[config.mk]
export PLATFORM = sky130hd
export DESIGN_NAME = pu_vector_sequencer_flat
export DESIGN_NICKNAME = d
export VERILOG_FILES = /design/src/rtl/pu_vector_sequencer_if.sv /design/src/rtl/pu_vector_sequencer.sv /design/src/flat_wrapper.sv
export SDC_FILE = /design/constraint.sdc
export NUM_CORES = 1
export LEC_CHECK = 0
export BUFFER_PORTS_ARGS = -buffer_cell sky130_fd_sc_hd__buf_2
export CAP_MARGIN = 20
export CELL_PAD_IN_SITES_DETAIL_PLACEMENT = 0
export CELL_PAD_IN_SITES_GLOBAL_PLACEMENT = 2
export CORE_ASPECT_RATIO = 0.9
export CORE_UTILIZATION = 33
export CTS_CLUSTER_DIAMETER = 120
export DETAILED_ROUTE_END_ITERATION = 10
export PLACE_DENSITY = 0.88
export SLEW_MARGIN = 20
export SYNTH_ARGS = -nofsm -noshare
export SYNTH_HDL_FRONTEND = slang
export SYNTH_SLANG_ARGS = --single-unit
[constraint.sdc]
create_clock -name clk -period 2.8 [get_ports clk]
set_input_delay 0.28 -clock clk [delete_from_list [all_inputs] [get_ports clk]]
set_output_delay 0.28 -clock clk [all_outputs]
set_load 0.02 [all_outputs]
[src/rtl/pu_vector_sequencer_if.sv]
// Pixel-in / window-out handshake bundle for the img2col PU vector sequencer.
// slave = sequencer side, master = DMA / PU vector / MAC array side.
interface pu_vector_sequencer_if #(
  parameter int DATA_WIDTH  = 16,
  parameter int ADDRESS_NUM = 5
);
  logic                   go;
  logic                   abort;
  logic [DATA_WIDTH-1:0]  s_data;
  logic                   s_valid;
  logic                   s_ready;
  logic [5:0]             PU_No;
  logic [5:0]             round;
  logic [DATA_WIDTH-1:0]  new1;
  logic [ADDRESS_NUM-1:0] adrs_in1;
  logic [ADDRESS_NUM-1:0] adrs_in2;
  logic                   act;
  logic                   start;
  logic                   m_valid;
  logic                   m_ready;
  logic [5:0]             m_pu;
  logic                   m_last;
  logic                   busy;
  logic                   done;

  modport slave (
    input  go, abort, s_data, s_valid, m_ready,
    output s_ready, PU_No, round, new1, adrs_in1, adrs_in2,
    output act, start, m_valid, m_pu, m_last, busy, done
  );

  modport master (
    output go, abort, s_data, s_valid, m_ready,
    input  s_ready, PU_No, round, new1, adrs_in1, adrs_in2,
    input  act, start, m_valid, m_pu, m_last, busy, done
  );
endinterface

[src/rtl/pu_vector_sequencer.sv]
// img2col PU vector controller: loads pixels into PU slots per round,
// pulses start, then walks the output mux handing each PU window to the MACs.
module pu_vector_sequencer #(
  parameter int ROW         = 28,
  parameter int DATA_WIDTH  = 16,
  parameter int ADDRESS_NUM = 5,
  parameter int KERNEL      = 5,
  parameter int NUM_ROUNDS  = 24
) (
  input logic                  clk,
  input logic                  nrst,
  pu_vector_sequencer_if.slave bus
);

  localparam int WEIGHT_SIZE = KERNEL * KERNEL;
  localparam logic [5:0] LAST_PU  = 6'(ROW - 1);
  localparam logic [5:0] LAST_RND = 6'(NUM_ROUNDS - 1);
  localparam logic [ADDRESS_NUM-1:0] LAST_SLOT0 =
    ADDRESS_NUM'(WEIGHT_SIZE - 1);
  localparam logic [ADDRESS_NUM-1:0] LAST_SLOTN =
    ADDRESS_NUM'(KERNEL - 1);

  typedef enum logic [2:0] {
    S_IDLE,
    S_LOAD,
    S_START,
    S_SEL,
    S_PRES,
    S_DONE
  } state_t;

  state_t                 r_state;
  logic [5:0]             r_pu_cnt;
  logic [ADDRESS_NUM-1:0] r_slot_cnt;
  logic [5:0]             r_round;
  logic [5:0]             r_pu_no;
  logic [DATA_WIDTH-1:0]  r_new1;
  logic [ADDRESS_NUM-1:0] r_adrs;
  logic                   r_act;
  logic                   r_start;
  logic                   r_s_ready;
  logic                   r_m_valid;
  logic [5:0]             r_m_pu;
  logic                   r_m_last;
  logic                   r_busy;
  logic                   r_done;

  logic [ADDRESS_NUM-1:0] w_last_slot;
  logic                   w_beat;

  // Neighbour shift supplies all but one column after round 0
  assign w_last_slot = (r_round == '0) ? LAST_SLOT0 : LAST_SLOTN;
  assign w_beat      = (r_state == S_LOAD) && r_s_ready && bus.s_valid;

  always_ff @(posedge clk or negedge nrst) begin
    if (!nrst) begin
      r_state    <= S_IDLE;
      r_pu_cnt   <= '0;
      r_slot_cnt <= '0;
      r_round    <= '0;
      r_pu_no    <= '0;
      r_new1     <= '0;
      r_adrs     <= '0;
      r_act      <= 1'b0;
      r_start    <= 1'b0;
      r_s_ready  <= 1'b0;
      r_m_valid  <= 1'b0;
      r_m_pu     <= '0;
      r_m_last   <= 1'b0;
      r_busy     <= 1'b0;
      r_done     <= 1'b0;
    end else begin
      r_act   <= 1'b0;
      r_start <= 1'b0;
      r_done  <= 1'b0;
      if (bus.abort) begin
        r_state    <= S_IDLE;
        r_pu_cnt   <= '0;
        r_slot_cnt <= '0;
        r_round    <= '0;
        r_s_ready  <= 1'b0;
        r_m_valid  <= 1'b0;
        r_m_last   <= 1'b0;
        r_busy     <= 1'b0;
      end else begin
        unique case (r_state)
          S_IDLE: begin
            if (bus.go) begin
              r_state    <= S_LOAD;
              r_busy     <= 1'b1;
              r_s_ready  <= 1'b1;
              r_round    <= '0;
              r_pu_cnt   <= '0;
              r_slot_cnt <= '0;
            end
          end
          S_LOAD: begin
            if (w_beat) begin
              r_new1  <= bus.s_data;
              r_pu_no <= r_pu_cnt;
              r_adrs  <= r_slot_cnt;
              r_act   <= 1'b1;
              if (r_slot_cnt == w_last_slot) begin
                r_slot_cnt <= '0;
                if (r_pu_cnt == LAST_PU) begin
                  r_pu_cnt  <= '0;
                  r_s_ready <= 1'b0;
                  r_state   <= S_START;
                end else begin
                  r_pu_cnt <= r_pu_cnt + 6'd1;
                end
              end else begin
                r_slot_cnt <= r_slot_cnt + 1'b1;
              end
            end
          end
          S_START: begin
            r_start  <= 1'b1;
            r_pu_cnt <= '0;
            r_pu_no  <= '0;
            r_state  <= S_SEL;
          end
          S_SEL: begin
            r_m_valid <= 1'b1;
            r_m_pu    <= r_pu_cnt;
            r_m_last  <= (r_pu_cnt == LAST_PU) &&
                         (r_round == LAST_RND);
            r_state   <= S_PRES;
          end
          S_PRES: begin
            if (bus.m_ready) begin
              r_m_valid <= 1'b0;
              r_m_last  <= 1'b0;
              if (r_pu_cnt != LAST_PU) begin
                r_pu_cnt <= r_pu_cnt + 6'd1;
                r_pu_no  <= r_pu_cnt + 6'd1;
                r_state  <= S_SEL;
              end else if (r_round != LAST_RND) begin
                r_round    <= r_round + 6'd1;
                r_pu_cnt   <= '0;
                r_slot_cnt <= '0;
                r_s_ready  <= 1'b1;
                r_state    <= S_LOAD;
              end else begin
                r_done  <= 1'b1;
                r_state <= S_DONE;
              end
            end
          end
          S_DONE: begin
            r_busy  <= 1'b0;
            r_state <= S_IDLE;
          end
          default: r_state <= S_IDLE;
        endcase
      end
    end
  end

  assign bus.s_ready  = r_s_ready;
  assign bus.PU_No    = r_pu_no;
  assign bus.round    = r_round;
  assign bus.new1     = r_new1;
  assign bus.adrs_in1 = r_adrs;
  assign bus.adrs_in2 = r_adrs;
  assign bus.act      = r_act;
  assign bus.start    = r_start;
  assign bus.m_valid  = r_m_valid;
  assign bus.m_pu     = r_m_pu;
  assign bus.m_last   = r_m_last;
  assign bus.busy     = r_busy;
  assign bus.done     = r_done;

endmodule

[src/flat_wrapper.sv]
// flat-port wrapper written by rule: the top's interface ports become plain ports
module pu_vector_sequencer_flat 
#(
  parameter int ROW         = 28,
  parameter int DATA_WIDTH  = 16,
  parameter int ADDRESS_NUM = 5,
  parameter int KERNEL      = 5,
  parameter int NUM_ROUNDS  = 24
)
  (clk, nrst, bus_go, bus_abort, bus_s_data, bus_s_valid, bus_m_ready, bus_s_ready, bus_PU_No, bus_round, bus_new1, bus_adrs_in1, bus_adrs_in2, bus_act, bus_start, bus_m_valid, bus_m_pu, bus_m_last, bus_busy, bus_done);
  pu_vector_sequencer_if #(.DATA_WIDTH(DATA_WIDTH), .ADDRESS_NUM(ADDRESS_NUM)) bus_i ();
  input logic clk;
  input logic nrst;
  input wire logic [$bits(bus_i.go)-1:0] bus_go;
  input wire logic [$bits(bus_i.abort)-1:0] bus_abort;
  input wire logic [$bits(bus_i.s_data)-1:0] bus_s_data;
  input wire logic [$bits(bus_i.s_valid)-1:0] bus_s_valid;
  input wire logic [$bits(bus_i.m_ready)-1:0] bus_m_ready;
  output wire logic [$bits(bus_i.s_ready)-1:0] bus_s_ready;
  output wire logic [$bits(bus_i.PU_No)-1:0] bus_PU_No;
  output wire logic [$bits(bus_i.round)-1:0] bus_round;
  output wire logic [$bits(bus_i.new1)-1:0] bus_new1;
  output wire logic [$bits(bus_i.adrs_in1)-1:0] bus_adrs_in1;
  output wire logic [$bits(bus_i.adrs_in2)-1:0] bus_adrs_in2;
  output wire logic [$bits(bus_i.act)-1:0] bus_act;
  output wire logic [$bits(bus_i.start)-1:0] bus_start;
  output wire logic [$bits(bus_i.m_valid)-1:0] bus_m_valid;
  output wire logic [$bits(bus_i.m_pu)-1:0] bus_m_pu;
  output wire logic [$bits(bus_i.m_last)-1:0] bus_m_last;
  output wire logic [$bits(bus_i.busy)-1:0] bus_busy;
  output wire logic [$bits(bus_i.done)-1:0] bus_done;
  assign bus_i.go = bus_go;
  assign bus_i.abort = bus_abort;
  assign bus_i.s_data = bus_s_data;
  assign bus_i.s_valid = bus_s_valid;
  assign bus_i.m_ready = bus_m_ready;
  assign bus_s_ready = bus_i.s_ready;
  assign bus_PU_No = bus_i.PU_No;
  assign bus_round = bus_i.round;
  assign bus_new1 = bus_i.new1;
  assign bus_adrs_in1 = bus_i.adrs_in1;
  assign bus_adrs_in2 = bus_i.adrs_in2;
  assign bus_act = bus_i.act;
  assign bus_start = bus_i.start;
  assign bus_m_valid = bus_i.m_valid;
  assign bus_m_pu = bus_i.m_pu;
  assign bus_m_last = bus_i.m_last;
  assign bus_busy = bus_i.busy;
  assign bus_done = bus_i.done;
  pu_vector_sequencer #(.ROW(ROW), .DATA_WIDTH(DATA_WIDTH), .ADDRESS_NUM(ADDRESS_NUM), .KERNEL(KERNEL), .NUM_ROUNDS(NUM_ROUNDS)) u_core (.clk(clk), .nrst(nrst), .bus(bus_i));
endmodule
==> results.sh <==
export IMPL_postCtsSetupRepairBufs=0
export IMPL_antenna_found_initial=0
export IMPL_stdcell_area_mm2=0.00367
export IMPL_setup_viol=0
export IMPL_port_buffers=72
export IMPL_wl_per_cell_um=14.3
export IMPL_synth_seq_area_share=0.499
export IMPL_place_area_mm2=0.00345
export IMPL_grt_start_max_net_pins=34
export IMPL_intPower_uw=2070
export IMPL_cellLeakagePower_uw=0.00178
export IMPL_die_h_um=92.6
export IMPL_max_vdd_ir_drop_mv=0.435
export IMPL_pwr_share_clk=0.257
export IMPL_p_total_uw=3340
export IMPL_worstPathMaxFanout=16
export IMPL_ys_seq_elements=60
export IMPL_dr_total_vias=2377
export IMPL_numCtsBuffers=9
export IMPL_gp_congestion=0.809
export IMPL_drive_above_1_share=0.376
export IMPL_syn2layout_area_growth_pct=22.1
export IMPL_rsz0062_at_grt="false"
export IMPL_cts_root_buf="clkbuf_8"
export IMPL_wirelength_mm=6.80
export IMPL_slew_limit_headroom=0.481
export IMPL_netlist_cell_type_count=55
export IMPL_status="finished, final reports clean"
export IMPL_io_pins=73
export IMPL_drt_initial_drc_count=124
export IMPL_seq_area_mm2=0.00150
export IMPL_switchingPower_uw=1270
export IMPL_dr_pass1_iters=4
export IMPL_avgSynthCellArea_um2=10.7
export IMPL_power_frac_comb=0.362
export IMPL_r2r_start="u_core.r_state[2]"
export IMPL_hp_class="in -> reg"
export IMPL_dieArea_mm2=0.00950
export IMPL_htree_levels=3
export IMPL_seqPwrFrac=0.381
export IMPL_ys_dominant_reg_cell="dfrtp_1"
export IMPL_tightest_slew_ns=0.770
export IMPL_synth_edf_count=0
export IMPL_crit_path_start="u_core.r_state[2]"
export IMPL_cp_required_ns=3.04
export IMPL_cts_sinks=60
export IMPL_multi_input_area_mm2=0.00136
export IMPL_final_cells=475
export IMPL_max_freq_mhz=416
export IMPL_final_cell_mix="72 x buf_2, 60 x dfrtp_1, 30 x mux2_2"
export IMPL_placed_cells=458
export IMPL_fin_skew_ns=0.00827
export IMPL_crit_path_end_kind="flip-flop"
export IMPL_min_period_ns=2.41
export IMPL_min_from="bus_s_data[9]"
export IMPL_cp_data_arrival_time_ns=2.65
export IMPL_clk_transition_reported_paths_ns=0.07
export IMPL_vias_per_cell=5.00
export IMPL_n_fill_cell=883
export IMPL_max_cap_viol_count=0
export IMPL_core_rowCount=32
export IMPL_synth_cells=281
export IMPL_die_x_um=103
export IMPL_maxSlewViolCount=0
export IMPL_swShare=0.380
export IMPL_finalHoldViolations=0
export IMPL_clk_path_buf_depth=2
export IMPL_dp_hpwl_mm=4.98
export IMPL_layout_commonest_cell="buf_2"
export IMPL_syn_area_mm2=0.00301
export IMPL_cp_start_kind="flip-flop"
export IMPL_period_share=0.859
export IMPL_cts_tree="done"
export IMPL_initial_core_util=0.346
export IMPL_grt_pass1_vias=2343
export IMPL_drc=0
export IMPL_grt_usage=0.158
export IMPL_overflow=0
export IMPL_ant_nets=0
export IMPL_clock_latency_ns=0.34
export IMPL_power_density_mw_per_mm2=909
export IMPL_nNetsFinal=378
export IMPL_diodes=0
export IMPL_async_reset_ff_frac=1.00
export IMPL_worst_setup_path_type="reg -> reg"
export IMPL_setup_tns_ns=0
export IMPL_synth_fp_nets=308
export IMPL_synth_warning_count=0
export IMPL_core_mm2=0.00869
export IMPL_grt_pass1_wl_mm=11.5
## through the flow
| step | hold slack, ns | setup WS, ns | utilization |
|---|---|---|---|
| floorplan | -0.0156 | 0.679 | - |
| global placement | 0.345 | 0.495 | 0.397 |
| detailed placement | 0.354 | 0.421 | 0.397 |
| CTS | 0.153 | 0.413 | 0.423 |
| global route | 0.152 | 0.212 | 0.423 |
| finish | 0.171 | 0.394 | 0.423 |
## registers in the layout, indices dropped and copies added, names as in the netlist
register / cells
u_core.bus.new1: 16
u_core.bus.done: 1
u_core.bus.m_pu: 6
u_core.bus.round: 6
u_core.r_slot_cnt: 5
u_core.r_pu_cnt: 6
u_core.bus.PU_No: 6
u_core.bus.start: 1
u_core.bus.busy: 1
u_core.bus.s_ready: 1
u_core.bus.act: 1
u_core.bus.m_last: 1
u_core.bus.adrs_in1: 5
u_core.r_state: 3
u_core.bus.m_valid: 1
## kinds of logic after synthesis
logic type                 after synthesis  share of synthesized area
DFF                                     60                      0.499
xor gates and xnor gates                 3                    0.00873
adders and majority gates                5                     0.0208
and+or+nand+nor                         93                      0.169
muxes                                   31                      0.116
buffers and inverters                   28                     0.0511
AOI/OAI and AO/OA                       61                      0.136
## metal layers
layer  share of wire  GRT usage
met1            0.46      0.222
met4           0.019     0.0500
met2            0.46      0.231
met5               0          0
met3           0.062     0.0483
## power groups by stage
stage | Sequential, uW | Combinational (uW) | Clock (uW)
6_report | 1270 | 1210 | 857
5_1_grt | 1320 | 1340 | 922
4_1_cts | 1280 | 1220 | 887
3_5_place_dp | 1290 | 1220 | 0
3_3_place_gp | 1280 | 1200 | 0
2_1_floorplan | 1460 | 672 | 0
## path summary, 6_finish.rpt
kind | endpoint | slack [ns] | cells past startpoint
min reg2reg | u_core.bus.m_valid | 0.48 | 1
min | u_core.bus.new1[9] | 0.17 | 2
max in group asynchronous | u_core.r_state[0] | 1.71 | 3
max reg2reg | u_core.r_pu_cnt[3] | 0.39 | 5
max | u_core.r_pu_cnt[3] | 0.39 | 5
min in group asynchronous | u_core.bus.new1[8] | 0.50 | 2
## cells in the mapped netlist (all sizes together), types with 2 or more instances
cell / instances / area (um^2)
nor2: 25 / 101
nand4: 2 / 12.5
ha: 5 / 62.6
nand3: 10 / 55.1
o41ai: 3 / 26.3
a21oi: 14 / 70.1
o21a: 2 / 15.0
nand2: 22 / 82.6
clkbuf: 4 / 15.0
nor2b: 3 / 18.8
and2: 2 / 15.0
o211ai: 3 / 32.5
nor4: 2 / 18.8
a31oi: 2 / 12.5
nor3: 7 / 40.0
nand4b: 3 / 26.3
inv: 10 / 37.5
or2: 4 / 25.0
mux2: 30 / 338
o21ai: 18 / 101
nand2b: 4 / 25.0
xor2: 2 / 17.5
a22oi: 2 / 15.0
dfrtp: 60 / 1500
o31ai: 8 / 60.1
buf: 14 / 101
a21o: 3 / 22.5
or3: 2 / 12.5
## worst max-delay path, cell delays in order, from the launching register on
cell and delay, ns:
dfrtp_1 0.73, or3b_1 0.57, nor2_4 0.20, o21ai_0 0.31, or2_1 0.33, o31ai_1 0.18
## cell type report
cell class	instances	area share
tap	119	0.0405
multi-input combinational	193	0.369
timing repair buffer	77	0.112
sequential	60	0.409
clock buffer	11	0.0385
clock inverter	5	0.0204
inverter	10	0.0102
## repair_timing
item,in CTS,in global routing
gates resized for setup,0,0
endpoints found under the setup margin,0,0
hold buffers,1,0
hold endpoints to repair,27,0
Note: power is estimated with default switching activity, not from simulation.
